--- src/rtl/vga_rx_decoder.sv ---
// rtl/vga_rx_decoder.sv - VGA PMOD receiver: sync timing recovery, lock, pixel decode; VGA_RX_PROBE_EN adds pixel probe
module vga_rx_decoder #(
  parameter int H_VIS       = 640,
  parameter int H_OFS       = 144,
  parameter int H_TOTAL     = 800,
  parameter int V_VIS       = 480,
  parameter int V_OFS       = 35,
  parameter int V_TOTAL     = 525,
  parameter int LOCK_FRAMES = 2
) (
  input  logic       clk,
  input  logic       rst_n,
  input  logic [7:0] pmod_in,
  output logic [9:0] rx_x,
  output logic [9:0] rx_y,
  output logic [5:0] rx_rgb,
  output logic       rx_active,
  output logic       locked,
  output logic [9:0] line_len,
  output logic [9:0] frame_lines,
  input  logic [9:0] probe_x,
  input  logic [9:0] probe_y,
  output logic [5:0] probe_rgb,
  output logic       probe_valid
);

  localparam logic [9:0] CNT_MAX = 10'd1023;
  localparam logic [9:0] H_LO    = 10'(H_OFS);
  localparam logic [9:0] H_HI    = 10'(H_OFS + H_VIS);
  localparam logic [9:0] V_LO    = 10'(V_OFS);
  localparam logic [9:0] V_HI    = 10'(V_OFS + V_VIS);
  localparam logic [9:0] H_LEN   = 10'(H_TOTAL);
  localparam logic [9:0] V_LEN   = 10'(V_TOTAL);
  localparam logic [2:0] LOCK_N  = 3'(LOCK_FRAMES);

  typedef enum logic [1:0] {
    ST_SEARCH,
    ST_VERIFY,
    ST_LOCKED
  } lock_state_t;

  lock_state_t state;
  logic [2:0]  good;
  logic [7:0]  s1;
  logic [1:0]  s2_sync;   // {hsync, vsync} of the previous sample; colour is taken from s1 only
  logic [9:0]  hcnt;
  logic [9:0]  vcnt;
  logic        hfall;
  logic        vfall;
  logic [9:0]  hcnt_inc;
  logic [9:0]  vcnt_inc;
  logic [9:0]  hcnt_nxt;
  logic [9:0]  vcnt_nxt;
  logic [9:0]  lines_done;
  logic        timing_bad;
  logic        active_nxt;
  logic [9:0]  x_nxt;
  logic [9:0]  y_nxt;
  logic [5:0]  rgb_nxt;

  // Edge detection, counter next values and the pixel window. Output registers load the
  // next counter values so that rx_x/rx_y line up with the colour taken from s1.
  always_comb begin
    hfall      = s2_sync[1] & ~s1[7];
    vfall      = s2_sync[0] & ~s1[3];
    hcnt_inc   = (hcnt == CNT_MAX) ? CNT_MAX : hcnt + 10'd1;
    vcnt_inc   = (vcnt == CNT_MAX) ? CNT_MAX : vcnt + 10'd1;
    hcnt_nxt   = hfall ? 10'd0 : hcnt_inc;
    vcnt_nxt   = vfall ? 10'd0 : (hfall ? vcnt_inc : vcnt);
    // A coincident hsync fall belongs to the frame that is closing.
    lines_done = hfall ? vcnt_inc : vcnt;
    timing_bad = (hfall & (hcnt_inc != H_LEN)) | (vfall & (lines_done != V_LEN));
    active_nxt = locked & (hcnt_nxt >= H_LO) & (hcnt_nxt < H_HI)
                        & (vcnt_nxt >= V_LO) & (vcnt_nxt < V_HI);
    x_nxt      = hcnt_nxt - H_LO;
    y_nxt      = vcnt_nxt - V_LO;
    rgb_nxt    = {s1[0], s1[4], s1[1], s1[5], s1[2], s1[6]};
  end

  // Two-stage input sampling of the PMOD bus.
  always_ff @(posedge clk or negedge rst_n) begin
    if (!rst_n) begin
      s1      <= '0;
      s2_sync <= '0;
    end else begin
      s1      <= pmod_in;
      s2_sync <= {s1[7], s1[3]};
    end
  end

  // Line/frame counters and the measured line length and frame height.
  always_ff @(posedge clk or negedge rst_n) begin
    if (!rst_n) begin
      hcnt        <= '0;
      vcnt        <= '0;
      line_len    <= '0;
      frame_lines <= '0;
    end else begin
      hcnt <= hcnt_nxt;
      vcnt <= vcnt_nxt;
      if (hfall) line_len <= hcnt_inc;
      if (vfall) frame_lines <= lines_done;
    end
  end

  // Lock FSM: a frame only counts as good if every line and the line total match.
  always_ff @(posedge clk or negedge rst_n) begin
    if (!rst_n) begin
      state  <= ST_SEARCH;
      good   <= '0;
      locked <= 1'b0;
    end else begin
      unique case (state)
        ST_SEARCH: begin
          if (vfall) begin
            state <= ST_VERIFY;
            good  <= '0;
          end
        end
        ST_VERIFY, ST_LOCKED: begin
          if (timing_bad) begin
            state  <= ST_SEARCH;
            locked <= 1'b0;
          end else if (vfall && state == ST_VERIFY) begin
            good <= good + 3'd1;
            if (good + 3'd1 == LOCK_N) begin
              state  <= ST_LOCKED;
              locked <= 1'b1;
            end
          end
        end
        default: begin
          state  <= ST_SEARCH;
          locked <= 1'b0;
        end
      endcase
    end
  end

  // Recovered pixel outputs; coordinates read as zero outside the locked visible window.
  always_ff @(posedge clk or negedge rst_n) begin
    if (!rst_n) begin
      rx_x      <= '0;
      rx_y      <= '0;
      rx_rgb    <= '0;
      rx_active <= 1'b0;
    end else begin
      rx_rgb    <= rgb_nxt;
      rx_active <= active_nxt;
      rx_x      <= active_nxt ? x_nxt : 10'd0;
      rx_y      <= active_nxt ? y_nxt : 10'd0;
    end
  end

`ifdef VGA_RX_PROBE_EN
  // Capture the colour of the selected pixel once per frame, alongside rx_rgb.
  always_ff @(posedge clk or negedge rst_n) begin
    if (!rst_n) begin
      probe_rgb   <= '0;
      probe_valid <= 1'b0;
    end else begin
      probe_valid <= active_nxt && (x_nxt == probe_x) && (y_nxt == probe_y);
      if (active_nxt && (x_nxt == probe_x) && (y_nxt == probe_y)) probe_rgb <= rgb_nxt;
    end
  end
`else
  logic probe_unused;
  assign probe_unused = ^{probe_x, probe_y};
  assign probe_rgb    = '0;
  assign probe_valid  = 1'b0;
`endif

endmodule

--- config.mk ---
export PLATFORM = sky130hd
export DESIGN_NAME = vga_rx_decoder
export DESIGN_NICKNAME = d
export VERILOG_FILES = /design/src/rtl/vga_rx_decoder.sv
export SDC_FILE = /design/constraint.sdc
export NUM_CORES = 1
export LEC_CHECK = 0
export CAP_MARGIN = 20
export CORE_ASPECT_RATIO = 0.9
export CORE_MARGIN = 3
export CORE_UTILIZATION = 35
export DETAILED_ROUTE_END_ITERATION = 12
export PLACE_DENSITY = 0.69
export SYNTH_ARGS = -nofsm -noshare
export SYNTH_HDL_FRONTEND = slang
export SYNTH_SLANG_ARGS = --single-unit
--- constraint.sdc ---
create_clock -name clk -period 3.55 [get_ports clk]
set_input_delay 0.8875 -clock clk [delete_from_list [all_inputs] [get_ports clk]]
set_output_delay 0.8875 -clock clk [all_outputs]
set_load 0.05 [all_outputs]
==> impl_metrics.yaml, run 1 <==
run_status:
  outcome: "completed"
clocking:
  cts_hold_buffers: 0
  tritoncts_num_sinks: 83
  postCtsResizedCells: 0
  clk_pin_slew_ns: 0.06
  tritoncts.num_buffers: 9
  insertion_delay_ns: 0.34
  ctsLongestPathBuffers: 2
  h-tree-depth: 3
  clockRootBuffer: "sky130_fd_sc_hd__clkbuf_16"
  cts_setup_buffers: 0
  cts_tree: "done"
pwr:
  p_leak_nw: 2.22
  fin_total_pwr_mw: 2.41
  p_per_area_nw_per_um2: 476
  vdd_ir_drop_max_mv: 0.262
synth:
  seq_area_frac_synth: 0.504
  synth.most_common_cell: "sky130_fd_sc_hd__dfrtp_1"
  synthesized_area_fraction_occupied_by_ao_oa_aoi_and_oai_cells: 0.170
  synth-warning-count: 0
  count_of_different_cell_masters_after_synthesis: 71
  syn-cell-area_um2: 4120
  mux_cell_area_share_after_synthesis: 0.0149
  synth_top_area_cell: "sky130_fd_sc_hd__dfrtp_1"
  main_combinational_cell_family_by_area_after_synthesis: "simple AND/OR/NAND/NOR gates"
  post_synth_xor_area_fraction: 0.0298
  mean_instance_size_in_the_synthesized_netlist_um2: 10.5
  yosys.area_share.adder: 0.0304
  synth_seq_cells: 83
  synth.cells.most_frequent: "sky130_fd_sc_hd__dfrtp_1, sky130_fd_sc_hd__nor2_1, sky130_fd_sc_hd__nand2_1"
  synth_flop_cell: "sky130_fd_sc_hd__dfrtp_1"
  synth_edf_count: 0
  asyncSetResetFlopFracSynth: 1.00
  netlist_instances: 392
  synthDominantCellAreaShare: 0.504
  post_synth_main_area_contributors: "sky130_fd_sc_hd__dfrtp_1, sky130_fd_sc_hd__o21ai_0, sky130_fd_sc_hd__nor2_1"
  yosys.area_share.simple: 0.182
setup_path:
  timing.critical_path.cells: "ha_1 > and4_1 > nand2_1 > o211ai_1 > o21ai_0 > nor2_1 > ha_1 > or4_4 > o21ai_1 > nand4_2 > buf_12 > nor3b_1"
  critical_path_endpoint_category: "register"
  worst_path_dominant_cell_family: "simple AND/OR/NAND/NOR gates"
  worstPathMaxFanout: 18
  cp_slowest_stage_delay_ns: 0.55
  worst_path_max_delay_cell: "sky130_fd_sc_hd__or4_4"
  critPathRequiredTime_ns: 3.81
  worstSetupPathType: "register to register"
  worst-endpoint-arrival_ns: 3.44
  crit_path_start_kind: "register"
  cp_common_cell: "sky130_fd_sc_hd__ha_1"
  critPathBufInv: 1
route:
  first_pass_iters: 5
  initialDrtViolationCount: 365
  routed_wl_per_cell_um: 15.2
  drt_drc_violations_left: 0
  drt-vias-per-instance: 5.25
  ant_nets: 0
  vias: 3168
  finalWirelength_um: 9170
min_path:
  holdCritPathClass: "register to register"
global_routing:
  met3_usage: 0.0394
  pin_count_of_the_biggest_net_entering_global_routing: 84
  grt_use_met1: 0.196
  wire_length_of_the_first_global_routing_pass_um: 15200
  first_global_vias: 3034
  overflow_left_after_global_routing: 0
  grt_most_used_layer: "met2"
  grt_antenna_before_repair: 0
  grt_util_all_layers: 0.146
  globalRouteMet2Util: 0.227
sta:
  fmax_mhz: 314
  finalSetupViolations: 0
  totalNegativeSetupSlack_ns: 0
  final_hold_vios: 0
  max_slew_margin: 0.547
  worst_hold_slack_ns: 0.348
  fin_worst_skew_ns: 0.00795
  final_min_period_over_clock_period: 0.898
  rsz_0062_raised_after_global_routing: "false"
  max_slew_violation_total_from_the_final_report: 0
  worst-slew-pin-transition_ns: 0.676
  final_critical_path_required_period_ns: 3.19
cells_and_area:
  finish.net_count: 488
  util_after_layout: 0.452
  layout.cells.non_filler: 604
  fillCellCount: 1055
  proportion_of_layout_cells_with_a_drive_suffix_above_1: 0.108
  area.growth.synth_to_final_pct: 22.6
  antenna_cells: 0
place:
  placement.io_buffers: 57
  dp.cells: 588
  dpl.hpwl_um: 6530
  place_congestion: 0.870
floorplanning:
  die_height_um: 109
  num_rows: 36
  floorplan.die_area_um2: 13100
  coreArea_um2: 11200
  die-width_um: 120
  initial_core_util: 0.369
  floorplan.io_pins: 85
run:
  number_of_maximum_capacitance_violations: 0
[layout by cell type (no fill, tap or decap), types with 5 or more instances in the layout]
| cell type | n |
|---|---|
| sky130_fd_sc_hd__dfrtp_1 | 83 |
| sky130_fd_sc_hd__clkdlybuf4s50_1 | 56 |
| sky130_fd_sc_hd__nor2_1 | 34 |
| sky130_fd_sc_hd__nand2_1 | 33 |
| sky130_fd_sc_hd__o21ai_0 | 31 |
| sky130_fd_sc_hd__nand3_1 | 13 |
| sky130_fd_sc_hd__inv_1 | 13 |
| sky130_fd_sc_hd__a21oi_1 | 12 |
| sky130_fd_sc_hd__xnor2_1 | 10 |
| sky130_fd_sc_hd__ha_1 | 10 |
| sky130_fd_sc_hd__clkbuf_16 | 9 |
| sky130_fd_sc_hd__nor3_1 | 8 |
| sky130_fd_sc_hd__buf_4 | 8 |
| sky130_fd_sc_hd__conb_1 | 7 |
| sky130_fd_sc_hd__nand4_1 | 6 |
| sky130_fd_sc_hd__nor2_2 | 6 |
| sky130_fd_sc_hd__mux2i_1 | 5 |
| sky130_fd_sc_hd__nand2b_1 | 5 |
| sky130_fd_sc_hd__a21oi_2 | 5 |
[worst reg2reg max path, stage by stage, from the launching register on]
cell                       delay (ns)
sky130_fd_sc_hd__dfrtp_1         0.49
sky130_fd_sc_hd__ha_1            0.26
sky130_fd_sc_hd__and4_1          0.24
sky130_fd_sc_hd__nand2_1         0.15
sky130_fd_sc_hd__o211ai_1        0.09
sky130_fd_sc_hd__o21ai_0         0.17
sky130_fd_sc_hd__nor2_1          0.15
sky130_fd_sc_hd__ha_1            0.28
sky130_fd_sc_hd__or4_4           0.55
sky130_fd_sc_hd__o21ai_1         0.19
sky130_fd_sc_hd__nand4_2         0.16
sky130_fd_sc_hd__buf_12          0.19
sky130_fd_sc_hd__nor3b_1         0.18
[through the flow]
step / worst slack [ns] / instance area [um^2]
floorplan: 0.773 / 4140
global placement: 0.395 / 4740
detailed placement: 0.384 / 4740
CTS: 0.363 / 5020
global route: 0.124 / 5050
finish: 0.363 / 5050
[power by group]
group          internal, mW  switching, mW  leakage, nW
logic                 0.161          0.308        0.980
registers              1.00         0.0586         1.10
clock network         0.510          0.362        0.139
total                  1.68          0.729         2.22
[metal layers]
| metal | vias up | routed length, um |
|---|---|---|
| met4 | 0 | 175 |
| met5 | - | 0 |
| met1 | 1529 | 4280 |
| met2 | 125 | 4080 |
| li1 | 1500 | - |
| met3 | 14 | 628 |
[logic make-up (layout without fill, tap and decap cells)]
kind of cell,count (synthesis),after routing
and+or+nand+nor,139,139
AOI/OAI and AO/OA,99,99
DFF,83,83
buffers and inverters,40,94
xor gates and xnor gates,14,14
adders and majority gates,10,10
muxes,6,6
other,1,7
[registers in the layout, indices dropped and copies added (netlist names)]
name,count
frame_lines,10
hcnt,10
line_len,10
rx_x,10
rx_y,10
vcnt,10
s1,8
rx_rgb,6
good,3
s2_sync,2
state,2
locked,1
rx_active,1
[cell type report]
cell class | count | area (um^2) | share of cell area
clock inverter | 3 | 22.5 | 0.00446
multi-input combinational | 275 | 1790 | 0.354
clock buffer | 12 | 256 | 0.0508
timing repair buffer | 66 | 668 | 0.132
tap | 152 | 190 | 0.0377
inverter | 13 | 48.8 | 0.00966
sequential | 83 | 2080 | 0.411
[path summary, 6_finish.rpt]
check,slack [ns],from,endpoint,cells past startpoint
min,0.35,s1[0],rx_rgb[5],0
max reg2reg,0.36,vcnt[0],rx_y[5],12
min in group asynchronous,0.50,rst_n,s1[4],1
min reg2reg,0.35,s1[0],rx_rgb[5],0
max,0.36,vcnt[0],rx_y[5],12
max in group asynchronous,2.46,rst_n,good[2],2
No activity file was read; power rests on OpenSTA's default activity.
==> inputs of run 2 (changes only) <==
- CAP_MARGIN: 20 -> default
==> run 2 against run 1 <==
Critical path depth did not move; worst setup slack got worse by 0.016 ns; non-clock buffer count down 1; clock skew hardly changed; sequential share of layout area up 0.23 points; wire length about the same; final cell count fell by 0.17%; clock power about the same; total power shrank 0.24%; core utilization fell by 0.25 points; combinational power is 0.9% lower; register-to-register slack lost 0.02 ns.
==> impl_metrics.yaml, run 2 (synthesis results as in run 1) <==
setup_path:
  reg2reg_setup_slack_ns: 0.35
  worst-endpoint-arrival_ns: 3.46
  worstPathMaxFanout: 18
  critical_path_endpoint_category: "register"
  depth_of_the_worst_register_to_register_path: 12
  worstSetupPathType: "register to register"
  regToRegStartpoint: "vcnt[0]"
  critical_path.reg2reg.endpoint: "rx_y[5]"
  critPathRequiredTime_ns: 3.80
  crit_path_start_kind: "register"
  timing.critical_path.from: "vcnt[0]"
pwr:
  fin_total_pwr_mw: 2.40
  p_int_mw: 1.67
  power.net_switching_mw: 0.726
  p_per_area_nw_per_um2: 478
  power.share.switching: 0.303
  clock_power_share: 0.363
  p_seq_frac: 0.443
  comb_power_share: 0.194
  p_leak_nw: 2.21
  vdd_ir_drop_max_mv: 0.258
cells_and_area:
  top_library_cells_by_usage_in_the_layout_fill_and_taps_aside: "sky130_fd_sc_hd__dfrtp_1, sky130_fd_sc_hd__clkdlybuf4s50_1, sky130_fd_sc_hd__nor2_1"
  proportion_of_layout_cells_with_a_drive_suffix_above_1: 0.106
  seqCellArea_um2: 2080
  layout_commonest_cell: "sky130_fd_sc_hd__dfrtp_1"
  antenna_cells: 0
  fillCellCount: 1058
  finish.net_count: 487
  multi_input_comb_area_um2: 1790
  area.growth.synth_to_final_pct: 22.0
run_status:
  outcome: "completed"
clocking:
  cts_tree: "done"
  clockRootBuffer: "sky130_fd_sc_hd__clkbuf_16"
  insertion_delay_ns: 0.34
  tritoncts.num_buffers: 9
  cts_hold_buffers: 0
  cts_setup_buffers: 0
  clk_pin_slew_ns: 0.06
  tritoncts_num_sinks: 83
  postCtsResizedCells: 0
  h-tree-depth: 3
  ctsLongestPathBuffers: 2
sta:
  rsz_0062_raised_after_global_routing: "false"
  final_min_period_over_clock_period: 0.902
  worst-slew-pin-transition_ns: 1.03
  max_slew_margin: 0.315
  final_critical_path_required_period_ns: 3.20
  final_hold_vios: 0
  totalNegativeSetupSlack_ns: 0
  finalSetupViolations: 0
  fin_worst_skew_ns: 0.00784
  max_slew_violation_total_from_the_final_report: 0
  fmax_mhz: 312
global_routing:
  first_global_vias: 3034
  grt_util_all_layers: 0.146
  wire_length_of_the_first_global_routing_pass_um: 15200
  grt_antenna_before_repair: 0
  pin_count_of_the_biggest_net_entering_global_routing: 84
  overflow_left_after_global_routing: 0
floorplanning:
  initial_core_util: 0.369
  floorplan.die_area_um2: 13100
  die-width_um: 120
  coreArea_um2: 11200
  die_height_um: 109
  floorplan.io_pins: 85
  num_rows: 36
route:
  initialDrtViolationCount: 386
  finalWirelength_um: 9180
  routed_wl_per_cell_um: 15.2
  drt_drc_violations_left: 0
  drt-vias-per-instance: 5.26
  vias: 3170
  first_pass_iters: 5
  ant_nets: 0
min_path:
  hold_path_end: "rx_rgb[5]"
  holdCritPathClass: "register to register"
  hold_depth: 0
  min-delay-start: "s1[0]"
run:
  number_of_maximum_capacitance_violations: 0
place:
  dpl.hpwl_um: 6530
  place_congestion: 0.870
  placement.io_buffers: 57
run 2: changes by cell type in the layout (fill, tap and decap cells not counted), sizes merged:
cell	previous run	this run
buf	10	9
run 2: power groups by stage:
stage	combinational (mW)	sequential, mW	clock [mW]
3_3_place_gp	0.455	1.08	0
2_1_floorplan	0.240	1.16	0
6_report	0.465	1.06	0.871
3_5_place_dp	0.463	1.08	0
5_1_grt	0.505	1.07	0.939
4_1_cts	0.466	1.06	0.898
run 2: worst max-delay path by stage:
stage                   end  slack (ns)  depth (start not counted)
floorplan           rx_x[0]        0.77                         12
global placement    rx_y[5]        0.40                         12
detailed placement  rx_y[5]        0.38                         12
CTS                 rx_y[5]        0.36                         12
global route        rx_y[5]        0.12                         12
finish              rx_y[5]        0.35                         12
run 2: per-stage QoR:
stage	setup slack, ns	cells	cell area (um^2)	utilization	hold slack [ns]
finish	0.347	603	5020	0.450	0.348
CTS	0.363	603	5020	0.450	0.352
global route	0.124	603	5020	0.450	0.354
floorplan	0.773	398	4140	-	0.331
global placement	0.395	588	4740	0.425	0.331
detailed placement	0.384	588	4740	0.425	0.335
run 2: area by class of cell:
type / instances / share of cell area
tap: 152 / 0.0379
clock inverter: 3 / 0.00448
inverter: 13 / 0.00972
clock buffer: 12 / 0.0511
sequential: 83 / 0.414
timing repair buffer: 65 / 0.128
multi-input combinational: 275 / 0.356
run 2: routing by layer:
metal	wire, um	track usage	vias to the layer above
li1	-	-	1501
met1	4280	0.196	1522
met2	4100	0.227	133
met3	624	0.0394	14
met4	170	0.0558	0
met5	0	0	-
run 2: critical path, cell delays in order (launching register included):
cell and delay, ns:
sky130_fd_sc_hd__dfrtp_1 0.49, sky130_fd_sc_hd__ha_1 0.26, sky130_fd_sc_hd__and4_1 0.24, sky130_fd_sc_hd__nand2_1 0.16, sky130_fd_sc_hd__o211ai_1 0.09, sky130_fd_sc_hd__o21ai_0 0.17
sky130_fd_sc_hd__nor2_1 0.15, sky130_fd_sc_hd__ha_1 0.27, sky130_fd_sc_hd__or4_4 0.55, sky130_fd_sc_hd__o21ai_1 0.19, sky130_fd_sc_hd__nand4_2 0.16, sky130_fd_sc_hd__buf_12 0.19
sky130_fd_sc_hd__nor3b_1 0.17
==> inputs of run 3 (changes only) <==
- SLEW_MARGIN: default -> 10
==> results of run 3 <==
No change in the layout: final DEF, timing and power equal those of run 2.
